$ cat src/rtl/alu_seq.sv
// alu_seq: registered multi-cycle ALU that sits between the register file read
// ports and the write-back mux.
//
// The controller pulses i_start in IDLE. Add, sub and logic ops finish on that
// edge. Shifts move one bit per cycle. Multiply runs a shift-add loop over N
// cycles. o_done pulses for one cycle when results are valid. q, q_hi and the
// flags then hold until the next accepted start replaces them.
//
// Ports:
//   i_clk      clock, rising edge
//   i_rst      asynchronous reset, active-high
//   i_start    request, sampled only in IDLE
//   i_a, i_b   operands; shifts take the amount from i_b[SW-1:0]
//   i_control  opcode (see op_e)
//   q, q_hi    result low word / product high word (0 unless multiply)
//   o_zero, o_carry, o_ovf, o_neg   status flags
//   o_busy     high whenever the FSM is not in IDLE
//   o_done     one-cycle pulse when results are valid
module alu_seq #(
  parameter int N  = 16,
  parameter int SW = 4
) (
  input  logic         i_clk,
  input  logic         i_rst,
  input  logic         i_start,
  input  logic [N-1:0] i_a,
  input  logic [N-1:0] i_b,
  input  logic [2:0]   i_control,
  output logic [N-1:0] q,
  output logic [N-1:0] q_hi,
  output logic         o_zero,
  output logic         o_carry,
  output logic         o_ovf,
  output logic         o_neg,
  output logic         o_busy,
  output logic         o_done
);

  localparam int CW = $clog2(N + 1);

  typedef enum logic [2:0] {
    OP_ADD = 3'b000,
    OP_SRL = 3'b001,
    OP_SUB = 3'b010,
    OP_SLL = 3'b011,
    OP_AND = 3'b100,
    OP_OR  = 3'b101,
    OP_XOR = 3'b110,
    OP_MUL = 3'b111
  } op_e;

  typedef enum logic [1:0] {IDLE, SHIFT, MUL, DONE} state_e;

  state_e        state;
  op_e           op;       // opcode latched at start
  logic [N-1:0]  opa;      // multiplicand
  logic [N-1:0]  sh;       // shift work register / low half of the product
  logic [N-1:0]  acc;      // high half of the product
  logic [CW-1:0] cnt;      // remaining shift steps or multiply iterations

  op_e           op_in;
  logic [SW-1:0] k;
  logic [N:0]    sum_w, diff_w, mul_sum;
  logic [N-1:0]  quick_q, sh_shifted, acc_next, mul_lo_next;
  logic          quick_c, quick_v, quick, shift_out;

  always_comb begin
    // NOTE: every always_comb output gets a default first, so no branch can leave one unassigned and infer a latch.
    op_in   = op_e'(i_control);
    k       = i_b[SW-1:0];
    sum_w   = {1'b0, i_a} + {1'b0, i_b};
    diff_w  = {1'b0, i_a} - {1'b0, i_b};   // bit N is the borrow
    quick_q = '0;
    quick_c = 1'b0;
    quick_v = 1'b0;
    quick   = 1'b1;
    case (op_in)
      OP_ADD: begin
        quick_q = sum_w[N-1:0];
        quick_c = sum_w[N];
        quick_v = (i_a[N-1] == i_b[N-1]) && (sum_w[N-1] != i_a[N-1]);
      end
      OP_SUB: begin
        quick_q = diff_w[N-1:0];
        quick_c = diff_w[N];
        quick_v = (i_a[N-1] != i_b[N-1]) && (diff_w[N-1] != i_a[N-1]);
      end
      OP_AND: quick_q = i_a & i_b;
      OP_OR:  quick_q = i_a | i_b;
      OP_XOR: quick_q = i_a ^ i_b;
      OP_SRL, OP_SLL: begin
        // Only k==0 (pass A) and k>=N (all bits gone) complete immediately.
        quick_q = (k == '0) ? i_a : '0;
        quick   = (k == '0) || (int'(k) >= N);
      end
      default: quick = 1'b0;   // multiply
    endcase

    // One-bit step of the shared shifter.
    if (op == OP_SLL) begin
      sh_shifted = {sh[N-2:0], 1'b0};
      shift_out  = sh[N-1];
    end else begin
      sh_shifted = {1'b0, sh[N-1:1]};
      shift_out  = sh[0];
    end

    // One shift-add multiply iteration: the multiplier sits in sh and drains
    // LSB first while product bits shift in from the top of acc.
    mul_sum     = sh[0] ? ({1'b0, acc} + {1'b0, opa}) : {1'b0, acc};
    acc_next    = mul_sum[N:1];
    mul_lo_next = {mul_sum[0], sh[N-1:1]};
  end

  // NOTE: sequential state uses non-blocking assignments only, so every register samples pre-edge values.
  always_ff @(posedge i_clk or posedge i_rst) begin
    if (i_rst) begin
      // NOTE: the working registers are cleared too, so an aborted operation leaves nothing stale behind.
      state   <= IDLE;
      op      <= OP_ADD;
      opa     <= '0;
      sh      <= '0;
      acc     <= '0;
      cnt     <= '0;
      q       <= '0;
      q_hi    <= '0;
      o_zero  <= 1'b0;
      o_carry <= 1'b0;
      o_ovf   <= 1'b0;
      o_neg   <= 1'b0;
      o_busy  <= 1'b0;
      o_done  <= 1'b0;
    end else begin
      case (state)
        IDLE: begin
          if (i_start) begin
            op     <= op_in;
            opa    <= i_a;
            o_busy <= 1'b1;
            if (quick) begin
              q       <= quick_q;
              q_hi    <= '0;
              o_zero  <= (quick_q == '0);
              o_carry <= quick_c;
              o_ovf   <= quick_v;
              o_neg   <= quick_q[N-1];
              o_done  <= 1'b1;
              state   <= DONE;
            end else if (op_in == OP_MUL) begin
              sh    <= i_b;
              acc   <= '0;
              cnt   <= CW'(N);
              state <= MUL;
            end else begin
              sh    <= i_a;
              cnt   <= CW'(k);
              state <= SHIFT;
            end
          end
        end
        SHIFT: begin
          sh  <= sh_shifted;
          cnt <= cnt - 1'b1;
          if (cnt == CW'(1)) begin
            q       <= sh_shifted;
            q_hi    <= '0;
            o_zero  <= (sh_shifted == '0);
            o_carry <= shift_out;
            o_ovf   <= 1'b0;
            o_neg   <= sh_shifted[N-1];
            o_done  <= 1'b1;
            state   <= DONE;
          end
        end
        MUL: begin
          acc <= acc_next;
          sh  <= mul_lo_next;
          cnt <= cnt - 1'b1;
          if (cnt == CW'(1)) begin
            q       <= mul_lo_next;
            q_hi    <= acc_next;
            o_zero  <= ({acc_next, mul_lo_next} == '0);
            o_carry <= (acc_next != '0);
            o_ovf   <= 1'b0;
            o_neg   <= mul_lo_next[N-1];
            o_done  <= 1'b1;
            state   <= DONE;
          end
        end
        default: begin   // DONE: start is ignored here
          o_done <= 1'b0;
          o_busy <= 1'b0;
          state  <= IDLE;
        end
      endcase
    end
  end

endmodule

$ cat config.mk
export PLATFORM = sky130hd
export DESIGN_NAME = alu_seq
export DESIGN_NICKNAME = d
export VERILOG_FILES = /design/src/rtl/alu_seq.sv
export SDC_FILE = /design/constraint.sdc
export NUM_CORES = 1
export LEC_CHECK = 0
export ABC_AREA = 1
export BUFFER_PORTS_ARGS = -buffer_cell sky130_fd_sc_hd__buf_2
export CAP_MARGIN = 20
export CELL_PAD_IN_SITES_DETAIL_PLACEMENT = 1
export CELL_PAD_IN_SITES_GLOBAL_PLACEMENT = 2
export CORE_MARGIN = 1.5
export CORE_UTILIZATION = 36
export CTS_CLUSTER_SIZE = 40
export DETAILED_ROUTE_END_ITERATION = 8
export PLACE_DENSITY = 0.83
export REMOVE_ABC_BUFFERS = 1
export SYNTH_ARGS = -nofsm -noshare
export SYNTH_HDL_FRONTEND = slang
export SYNTH_SLANG_ARGS = --single-unit
export TNS_END_PERCENT = 30
$ cat constraint.sdc
create_clock -name i_clk -period 5.4 [get_ports i_clk]
set_input_delay 0.54 -clock i_clk [delete_from_list [all_inputs] [get_ports i_clk]]
set_output_delay 0.54 -clock i_clk [all_outputs]
set_load 0.05 [all_outputs]
==> metrics.txt, run 1 <==
Final Power=about 5200 uW; Most used DFF post-synth=dfrtp_1; Synth async-reset ratio=100%; TritonRoute pass-1 iters=5; number of global-route vias before repair=9707; synthesis-stage register bit count=95; setup bufs post-CTS=0; Final Setup Violations=0; Final TNS setup=0 ns; CP endpoint kind=register; status=finished, final reports clean; remaining global-route overflow=0; Peak VDD IR=about 0.21 mV; Slew Limit Fails=0; Post-synth EDFFs=0; CP Launch Type=input port; Buffers on Ports=75; via/cell ratio=roughly 5.3; share of post-route cells with drive strength above 1=under 10%; Die Wd=roughly 160 um; dpl ws=between 2 and 2.5 ns; post_cts resized=0; most common cell after layout, fill and taps aside=nand2_1; Die Y-Extent=approximately 160 um; CTS Sinks=95; Clock Tree Root=clkbuf_16; Distinct cells, synth=46; max_slew headroom=about 43%; gp weighted congestion=just over 0.9; antenna-violating nets left=0; WP buf/inv=5; final core utilization=approximately two fifths; family with the most delay on the worst path=simple AND/OR/NAND/NOR gates; cells along the critical path=buf_2, inv_1, nand2_1, inv_1, nor2_2, nand2_2, a31oi_1, inv_1, nor2_2, buf_4, o21ai_0, o21ai_0; Post-Synthesis Cell Area=0.00880 sq mm; Area Overhead vs Synth=10.3%; area of the die=0.0254 sq mm; initial antenna violation count=0; Post-CTS Hold Buffers=0; routed vias=9480; slowest CP cell=nand2_2; fin cells=1774; core area=0.0242 sq mm; crit path DAT=approximately 3.1 ns; most frequent cells in the layout=426 x nand2_1, 185 x inv_1, 132 x o21ai_0; CTS tree=built; DRC viols=0; r2r setup slk=between 2 and 3 ns; final worst path period need=around 2.8 ns; worst r2r src=state[0]$_DFFE_PP0P_; DP Wirelength=roughly 27000 um; Worst R2R End=sh[0]$_DFFE_PP0P_; CP Class=input port to register; Clock Latency Late Sink=0.35 ns; Levels on crit path=12; worst setup margin=~2.6 ns; YS warnings=0; largest net degree at the start of global routing=58; starting density of the core=36.4%; Max clock buf depth=2; row count=57; final hold violation count=0; Reg clk slew, reported paths=roughly 0.070 ns; post-DR wirelength/cell=roughly 19 um; first-pass GRT wire length=53300 um; Post-Syn Instances=roughly 1400; RSZ-0062 raised after global routing=no; GRT Util Overall=26.7%; r2r worst-path depth=8; fillers=between 3000 and 4000; cell count after placement=1758; Iter 0 DRT Violations=about 500; nets=1560; most frequent CP cell=inv_1; io pins=76; ANT cells=0; CP required=around 5.7 ns; PD cells=around 530 mW/mm^2; Clock Skews=approximately 0.010 ns; Slew @ Worst Pin=0.852 ns; MaxCap Viol Count=0; Fmax=between 0.3 and 0.4 GHz; final wirelength=about 34000 um; Hold WC Path Type=input port to asynchronous set/reset pin; CTS buffer count=9; Final period util=a little over half; sequential share of the synthesized area=27.0%; H-tree levels=3; Worst Path Max Fanout=36; Leak Pwr=between 0.005 and 0.006 uW; max incr delay on CP=roughly 0.45 ns; Avg Inst Size Synth=between 6 and 7 sq um
worst max path at each step:
| stage | startpoint | endpoint |
|---|---|---|
| global placement | i_control[1] | sh[0]$_DFFE_PP0P_ |
| detailed placement | i_control[1] | sh[0]$_DFFE_PP0P_ |
| floorplan | i_rst | acc[0]$_DFFE_PP0P_ |
| CTS | state[0]$_DFFE_PP0P_ | o_carry$_DFFE_PP0P_ |
| finish | i_control[1] | sh[0]$_DFFE_PP0P_ |
| global route | i_a[8] | o_zero$_DFFE_PP0P_ |
area by class of cell:
class	count	area [sq um]	area share [%]
clock inverters	7	100	1.03
repair buffers	84	443	4.56
clock buffers	9	225	2.32
multi-input cells	1063	5440	56.0
inverters	192	724	7.46
flip-flops and latches	95	2380	24.5
well taps	324	405	4.17
logic make-up after synthesis:
logic type	share of synthesized area (%)
muxes	0.114
adders and majority gates	11.2
xor gates and xnor gates	0.299
AOI/OAI and AO/OA	16.6
buffers and inverters	11.2
and+or+nand+nor	33.5
DFF	27.0
through the flow:
stage               hold slack [ns]  area [sq um]
floorplan                     0.453          8540
global placement              0.461          9390
finish                        0.330          9710
global route                  0.383          9710
detailed placement            0.468          9390
CTS                           0.345          9710
metal layers:
layer	global-route usage (%)	vias up	share of wire, %
met3	2.37	57	3.1
met1	33.9	4600	45
li1	-	4633	-
met5	0	-	0
met4	10.1	0	3.4
met2	47.0	190	49
worst register-to-register path: stages, from the launching register on:
cell,delay [ns]
dfrtp_1,0.41
inv_1,0.10
ha_1,0.54
buf_4,0.43
nor2_1,0.20
nor2_2,0.39
buf_4,0.39
o21ai_0,0.18
o21ai_0,0.10
where the power goes:
part           switching [uW]  total (uW)  internal, uW
clock                     308         721           413
sequential                215        1240          1020
combinational            2350        3230           878
total                    2870        5180          2310
synth_stat cells (2+ instances only):
library cell	number	area [sq um]
nand3_1	104	521
o211ai_1	3	22.5
o21ai_1	11	55.1
a21o_1	3	22.5
buf_4	4	30.0
a21oi_1	63	315
nor2_2	4	25.0
ha_1	74	926
inv_1	186	698
nor3_1	11	55.1
dfrtp_1	95	2380
buf_1	4	15.0
nor2_1	126	473
o22ai_1	25	156
clkbuf_1	25	93.8
nand2_1	426	1600
a31oi_1	17	106
buf_6	3	33.8
or2_2	8	50.1
inv_2	4	15.0
fa_1	3	60.1
o21ai_0	132	661
nor4_1	2	12.5
and2_1	3	18.8
nand4_1	22	138
buf_2	16	80.1
o21bai_1	2	15.0
nand3b_1	2	15.0
o221ai_1	5	43.8
xor2_1	2	17.5
o31ai_1	3	22.5
registers in the layout (all words and copies together), names as in the netlist:
| register | flops |
|---|---|
| state | 2 |
| sh | 16 |
| o_done | 1 |
| q_hi | 16 |
| op | 3 |
| opa | 16 |
| o_zero | 1 |
| q | 16 |
| o_ovf | 1 |
| o_busy | 1 |
| o_carry | 1 |
| cnt | 5 |
| acc | 16 |
Note: power is estimated with default switching activity, not from simulation.
==> run 2: changes to the inputs <==
Settings changed: CORE_UTILIZATION 36 to 33, PLACE_DENSITY 0.83 to 0.77.
Clock period 5.4 ns to 2.95 ns, I/O delays scaled along.
==> metrics.txt, run 2 (synthesized netlist as in run 1, its figures left out) <==
status=complete, but fails checks; failing checks=DRC; Die Y-Extent=166 um (+4.4%); crit path DAT=2.84 ns (-0.26 ns); ANT cells=0 (unchanged); first-pass GRT wire length=53300 um (about the same); final worst path period need=about 2.6 ns; Fmax=around 0.38 GHz; busiest layer in global routing=met2; Hold WC Path Type=input port to register; area of the die=0.0277 sq mm (+8.9%); Max clock buf depth=2 (unchanged); Area Overhead vs Synth=12.3%; GRT Util Overall=24.7% (-2.1 points); switching share of power=55.2% (-0.21 points); HP Start=i_control[1]; Logic pwr share=62.5% (+0.3 points); Final period util=roughly 89%; number of global-route vias before repair=9641 (-0.68%); Worst Hold Path EP=op[1]$_DFFE_PP0P_; r2r setup slk=0.33 ns (-2.26 ns); Final TNS setup=0 ns (unchanged); Clock Skews=0.0137 ns (+0.00371 ns); GR met3 Demand/Resource=2.45% (+0.084 points); core area=0.0261 sq mm (+8.1%); starting density of the core=33.7% (-2.7 points); CTS tree=built; nets=1581 (+1.3%); Pint=4250 uW (+84%); final wirelength=33800 um (+0.68%); P_sw=5230 uW (+82%); initial antenna violation count=1 (+1); Worst Path Max Fanout=7 (-81%); Slew @ Worst Pin=0.663 ns (-0.189 ns); CTS buffer count=9 (unchanged); CP Class=register to register; row count=59 (+3.5%); most common cell after layout, fill and taps aside=nand2_1; antenna-violating nets left=0 (unchanged); fillers=3534 (+8.2%); Peak VDD IR=0.653 mV (+210%); MaxCap Viol Count=0 (unchanged); H-tree levels=3 (unchanged); clock power share=13.5% (-0.4 points); remaining global-route overflow=0 (unchanged); CP Launch Type=register; setup bufs post-CTS=0 (unchanged); CTS Sinks=95 (unchanged); worst r2r src=opa[2]$_DFFE_PP0P_; DP Wirelength=27300 um (+1.2%); Die Wd=166 um (+4.4%); sequential share of power=24.0% (about the same); Final Setup Violations=0 (unchanged); Buffers on Ports=75 (unchanged); final hold violation count=0 (unchanged); M1 GR Usage=30.9% (-3.0 points); via/cell ratio=5.19 (-2.9%); CP required=3.17 ns (-2.50 ns); most frequent cells in the layout=426 x nand2_1, 185 x inv_1, 132 x o21ai_0; Leak Pwr=0.00523 uW (+1.8%); r2r worst-path depth=17 (+9); post_cts resized=0 (unchanged); Final Power=9480 uW (+83%); largest net degree at the start of global routing=64 (+10%); Iter 0 DRT Violations=444 (-12%); share of post-route cells with drive strength above 1=9.72% (+1.2 points); Slew Limit Fails=0 (unchanged); post-DR wirelength/cell=18.7 um (-1.1%); max_slew headroom=55.8% (+13 points); Reg clk slew, reported paths=0.08 ns (about the same); Clock Latency Late Sink=0.35 ns (about the same); DRC viols=6 (+6); Clock Tree Root=clkbuf_16; gp weighted congestion=0.904 (-2.6%); CP endpoint kind=register; routing usage on met2=44.7% (-2.3 points); TritonRoute pass-1 iters=6 (+1); Worst R2R End=o_carry$_DFFE_PP0P_; hold path cells=3; routed vias=9371 (-1.1%); io pins=76 (unchanged); PD cells=959 mW/mm^2 (+80%); RSZ-0062 raised after global routing=no
## run 2: cell types whose count changed in the layout (fill, tap and decap cells not counted), sizes merged
cell / before / now
dlygate4sd3: 0 / 1
clkbuf: 9 / 10
clkinv: 3 / 2
bufinv: 2 / 1
buf: 84 / 104
clkinvlp: 0 / 1
## run 2: final cells by class
cell class | instances | area (sq um) | area share [%]
Timing Repair Buffer | 105 | 616 | 6.23
Tap cell | 335 | 419 | 4.24
Clock buffer | 10 | 239 | 2.42
Multi-Input combinational cell | 1063 | 5440 | 55.0
Clock inverter | 6 | 75.1 | 0.759
Inverter | 192 | 724 | 7.33
Sequential cell | 95 | 2380 | 24.0
## run 2: power groups by stage
stage | clock [uW] | sequential [uW] | combinational, uW
6_report | 1280 | 2280 | 5930
5_1_grt | 1340 | 2350 | 6630
4_1_cts | 1300 | 2280 | 5990
3_5_place_dp | 0 | 2300 | 5980
3_3_place_gp | 0 | 2290 | 5900
2_1_floorplan | 0 | 2920 | 3360
## run 2: worst max path at each step
stage | start | to | cells past startpoint
global route | acc[2]$_DFFE_PP0P_ | o_zero$_DFFE_PP0P_ | 19
global placement | i_b[3] | o_zero$_DFFE_PP0P_ | 19
finish | opa[2]$_DFFE_PP0P_ | o_carry$_DFFE_PP0P_ | 17
CTS | opa[2]$_DFFE_PP0P_ | o_carry$_DFFE_PP0P_ | 17
floorplan | i_rst | acc[0]$_DFFE_PP0P_ | 1
detailed placement | i_a[5] | o_zero$_DFFE_PP0P_ | 17
## run 2: worst max-delay path, cell delays in order, from the launching register on
cell     delay, ns
dfrtp_1       0.43
ha_1          0.42
nand2_1       0.10
nand2_1       0.08
inv_1         0.08
nand2_1       0.11
nand2_1       0.11
nand2_1       0.08
nand2_1       0.14
nand2_1       0.07
nand2_1       0.06
nand3_1       0.08
nand2_1       0.09
nand2_1       0.06
nor2_1        0.17
nand3_1       0.14
a21oi_1       0.15
o21ai_0       0.12
## run 2: repair_timing
item	in CTS	in global routing
setup endpoints to repair	0	0
endpoints found under the hold margin	32	0
hold buffers	1	0
## run 2: metrics by stage
| stage | cells | utilization (%) | area, sq um | hold WS, ns | setup WS [ns] |
|---|---|---|---|---|---|
| 3_3_place_gp | 1789 | 36.6 | 9560 | 0.343 | 0.0936 |
| 4_1_cts | 1806 | 37.8 | 9890 | 0.259 | 0.294 |
| 5_1_grt | 1806 | 37.8 | 9890 | 0.303 | 0.0618 |
| 3_5_place_dp | 1789 | 36.6 | 9560 | 0.345 | 0.119 |
| 2_1_floorplan | 1350 | - | 8540 | 0.453 | 0.178 |
| 6_report | 1806 | 37.8 | 9890 | 0.258 | 0.330 |
## run 2: metal layers
layer / routed length (um) / vias up
li1: - / 4671
met1: 15100 / 4509
met2: 16800 / 147
met3: 1010 / 42
met4: 890 / 2
met5: 11 / -
==> run 3: changes to the inputs <==
Settings changed: CORE_UTILIZATION 33 to 36, PLACE_DENSITY 0.77 to 0.83.
Clock period 2.95 ns to 3.1 ns, I/O delays scaled along.
==> metrics.txt, run 3 (synthesized netlist as in run 1, its figures left out) <==
Final TNS setup=0 ns (unchanged); Peak VDD IR=0.559 mV (-14%); Worst R2R End=o_zero$_DFFE_PP0P_; routing usage on met2=48.5% (+3.8 points); gp weighted congestion=0.899 (-0.51%); largest net degree at the start of global routing=81 (+27%); initial antenna violation count=0 (-1); Post-CTS Hold Buffers=0 (-1); final hold violation count=6 (+6); ANT cells=0 (unchanged); r2r setup slk=0.48 ns (+0.15 ns); Pint=4100 uW (-3.7%); cells along the critical path=buf_2, inv_1, ha_1, inv_1, nor3_1, nand3_1, nand3_1, nand2_1, nor2_1, nand2_1, inv_1, nand2_1, nor2_1, nand4_1, nand2_1, nand2_1, nand2_1; max incr delay on CP=0.51 ns (+0.08 ns); Clock Skews=0.0125 ns (-0.00121 ns); family with the most delay on the worst path=simple AND/OR/NAND/NOR gates; most frequent cells in the layout=426 x nand2_1, 185 x inv_1, 132 x o21ai_0; RSZ-0062 raised after global routing=no; slowest CP cell=ha_1; remaining global-route overflow=0 (unchanged); fin cells=1790 (-0.89%); WP buf/inv=4 (+3); H-tree levels=3 (unchanged); Hold WC Path Type=input port to asynchronous set/reset pin; row count=57 (-3.4%); MaxCap Viol Count=0 (unchanged); CP Class=input port to register; CP required=3.39 ns (+0.22 ns); Final period util=a little under nine tenths; Final Setup Violations=0 (unchanged); Buffers on Ports=75 (unchanged); Max clock buf depth=2 (unchanged); Slew Limit Fails=0 (unchanged); P_sw=4990 uW (-4.7%); Leak Pwr=0.00521 uW (-0.27%); final wirelength=33600 um (-0.49%); CTS tree=built; M1 GR Usage=33.6% (+2.7 points); post-DR wirelength/cell=18.8 um (+0.40%); Fmax=between 0.3 and 0.4 GHz; Worst Path Max Fanout=8 (+1); GRT Util Overall=26.9% (+2.2 points); area of the die=0.0254 sq mm (-8.2%); Clock Latency Late Sink=0.36 ns (about the same); switching share of power=54.9% (-0.26 points); Hold WS=-0.0110 ns (-0.269 ns); worst r2r src=opa[1]$_DFFE_PP0P_; Die Y-Extent=159 um (-4.2%); PD cells=922 mW/mm^2 (-3.9%); sequential share of power=24.0% (about the same); io pins=76 (unchanged); Clock Tree Root=clkbuf_16; post_cts resized=0 (unchanged); failing checks=hold timing; most frequent CP cell=nand2_1; number of global-route vias before repair=9775 (+1.4%); core area=0.0242 sq mm (-7.5%); DP Wirelength=27100 um (-0.69%); CP endpoint kind=register; first-pass GRT wire length=53400 um (about the same); crit path DAT=2.92 ns (+0.08 ns); FF/Latch Area=0.00238 sq mm (unchanged); CTS buffer count=9 (unchanged); starting density of the core=36.4% (+2.7 points); Area Overhead vs Synth=11.9%; most common cell after layout, fill and taps aside=nand2_1; area of the multi-input gates=0.00544 sq mm (unchanged); clock power share=13.9% (+0.4 points); Reg clk slew, reported paths=0.07 ns (about the same); Die Wd=159 um (-4.2%); routed vias=9451 (+0.85%); GR met3 Demand/Resource=2.19% (-0.27 points); r2r worst-path depth=17 (unchanged); DRC viols=0 (-6); status=complete, but fails checks; setup bufs post-CTS=0 (unchanged); Slew @ Worst Pin=0.648 ns (-0.0144 ns); final worst path period need=roughly 2.6 ns; fillers=3227 (-8.7%); Logic pwr share=62.1% (-0.4 points); CTS Sinks=95 (unchanged); busiest layer in global routing=met2; max_slew headroom=56.7% (+0.92 points); Iter 0 DRT Violations=564 (+27%); antenna-violating nets left=0 (unchanged); cell count after placement=1773 (-0.89%); nets=1576 (-0.32%); Levels on crit path=17 (unchanged); CP Launch Type=input port; via/cell ratio=5.28 (+1.8%); TritonRoute pass-1 iters=5 (-1); share of post-route cells with drive strength above 1=9.48% (-0.24 points)
run 3: cell types whose count changed in the layout (fill, tap and decap cells not counted):
cell / change
buf_4: -4
buf_12: -1
buf_16: +1
bufinv_16: +1
clkbuf_8: -1
clkinv_2: +1
dlygate4sd3_1: -1
inv_6: -1
run 3: per-stage QoR:
stage	total power [uW]	instance area, sq um	util [%]	hold slack (ns)	setup WS, ns
floorplan	5980	8540	-	0.453	0.313
global placement	7740	9500	39.3	0.461	0.162
detailed placement	7840	9500	39.3	0.467	0.178
CTS	9130	9830	40.6	0.253	0.447
global route	9880	9850	40.8	0.0204	0.172
finish	9080	9850	40.8	-0.0110	0.463
run 3: final cells by class:
type | count | area share (%)
well taps | 324 | 4.11
clock buffers | 9 | 2.29
multi-input cells | 1063 | 55.2
repair buffers | 100 | 5.92
inverters | 192 | 7.35
flip-flops and latches | 95 | 24.1
clock inverters | 7 | 1.03
run 3: per-layer routing:
metal | up-vias | share of wire [%]
li1 | 4664 | -
met1 | 4574 | 45
met2 | 163 | 49
met3 | 50 | 2.7
met4 | 0 | 3.2
met5 | - | 0
run 3: how the worst max path moves through the flow:
stage / to / start / slack, ns
after floorplan: acc[0]$_DFFE_PP0P_ / i_rst / 0.31
after global placement: o_zero$_DFFE_PP0P_ / i_a[13] / 0.16
after detailed placement: o_zero$_DFFE_PP0P_ / i_a[13] / 0.18
after CTS: o_zero$_DFFE_PP0P_ / opa[2]$_DFFE_PP0P_ / 0.45
after global routing: o_zero$_DFFE_PP0P_ / acc[0]$_DFFE_PP0P_ / 0.17
final: o_zero$_DFFE_PP0P_ / i_a[13] / 0.46
run 3: power by group through the flow:
stage	Combinational, uW	Clock [uW]	Sequential [uW]
final	5640	1260	2180
after detailed placement	5640	0	2200
after global placement	5560	0	2190
after global routing	6330	1310	2240
after CTS	5680	1280	2180
after floorplan	3200	0	2780
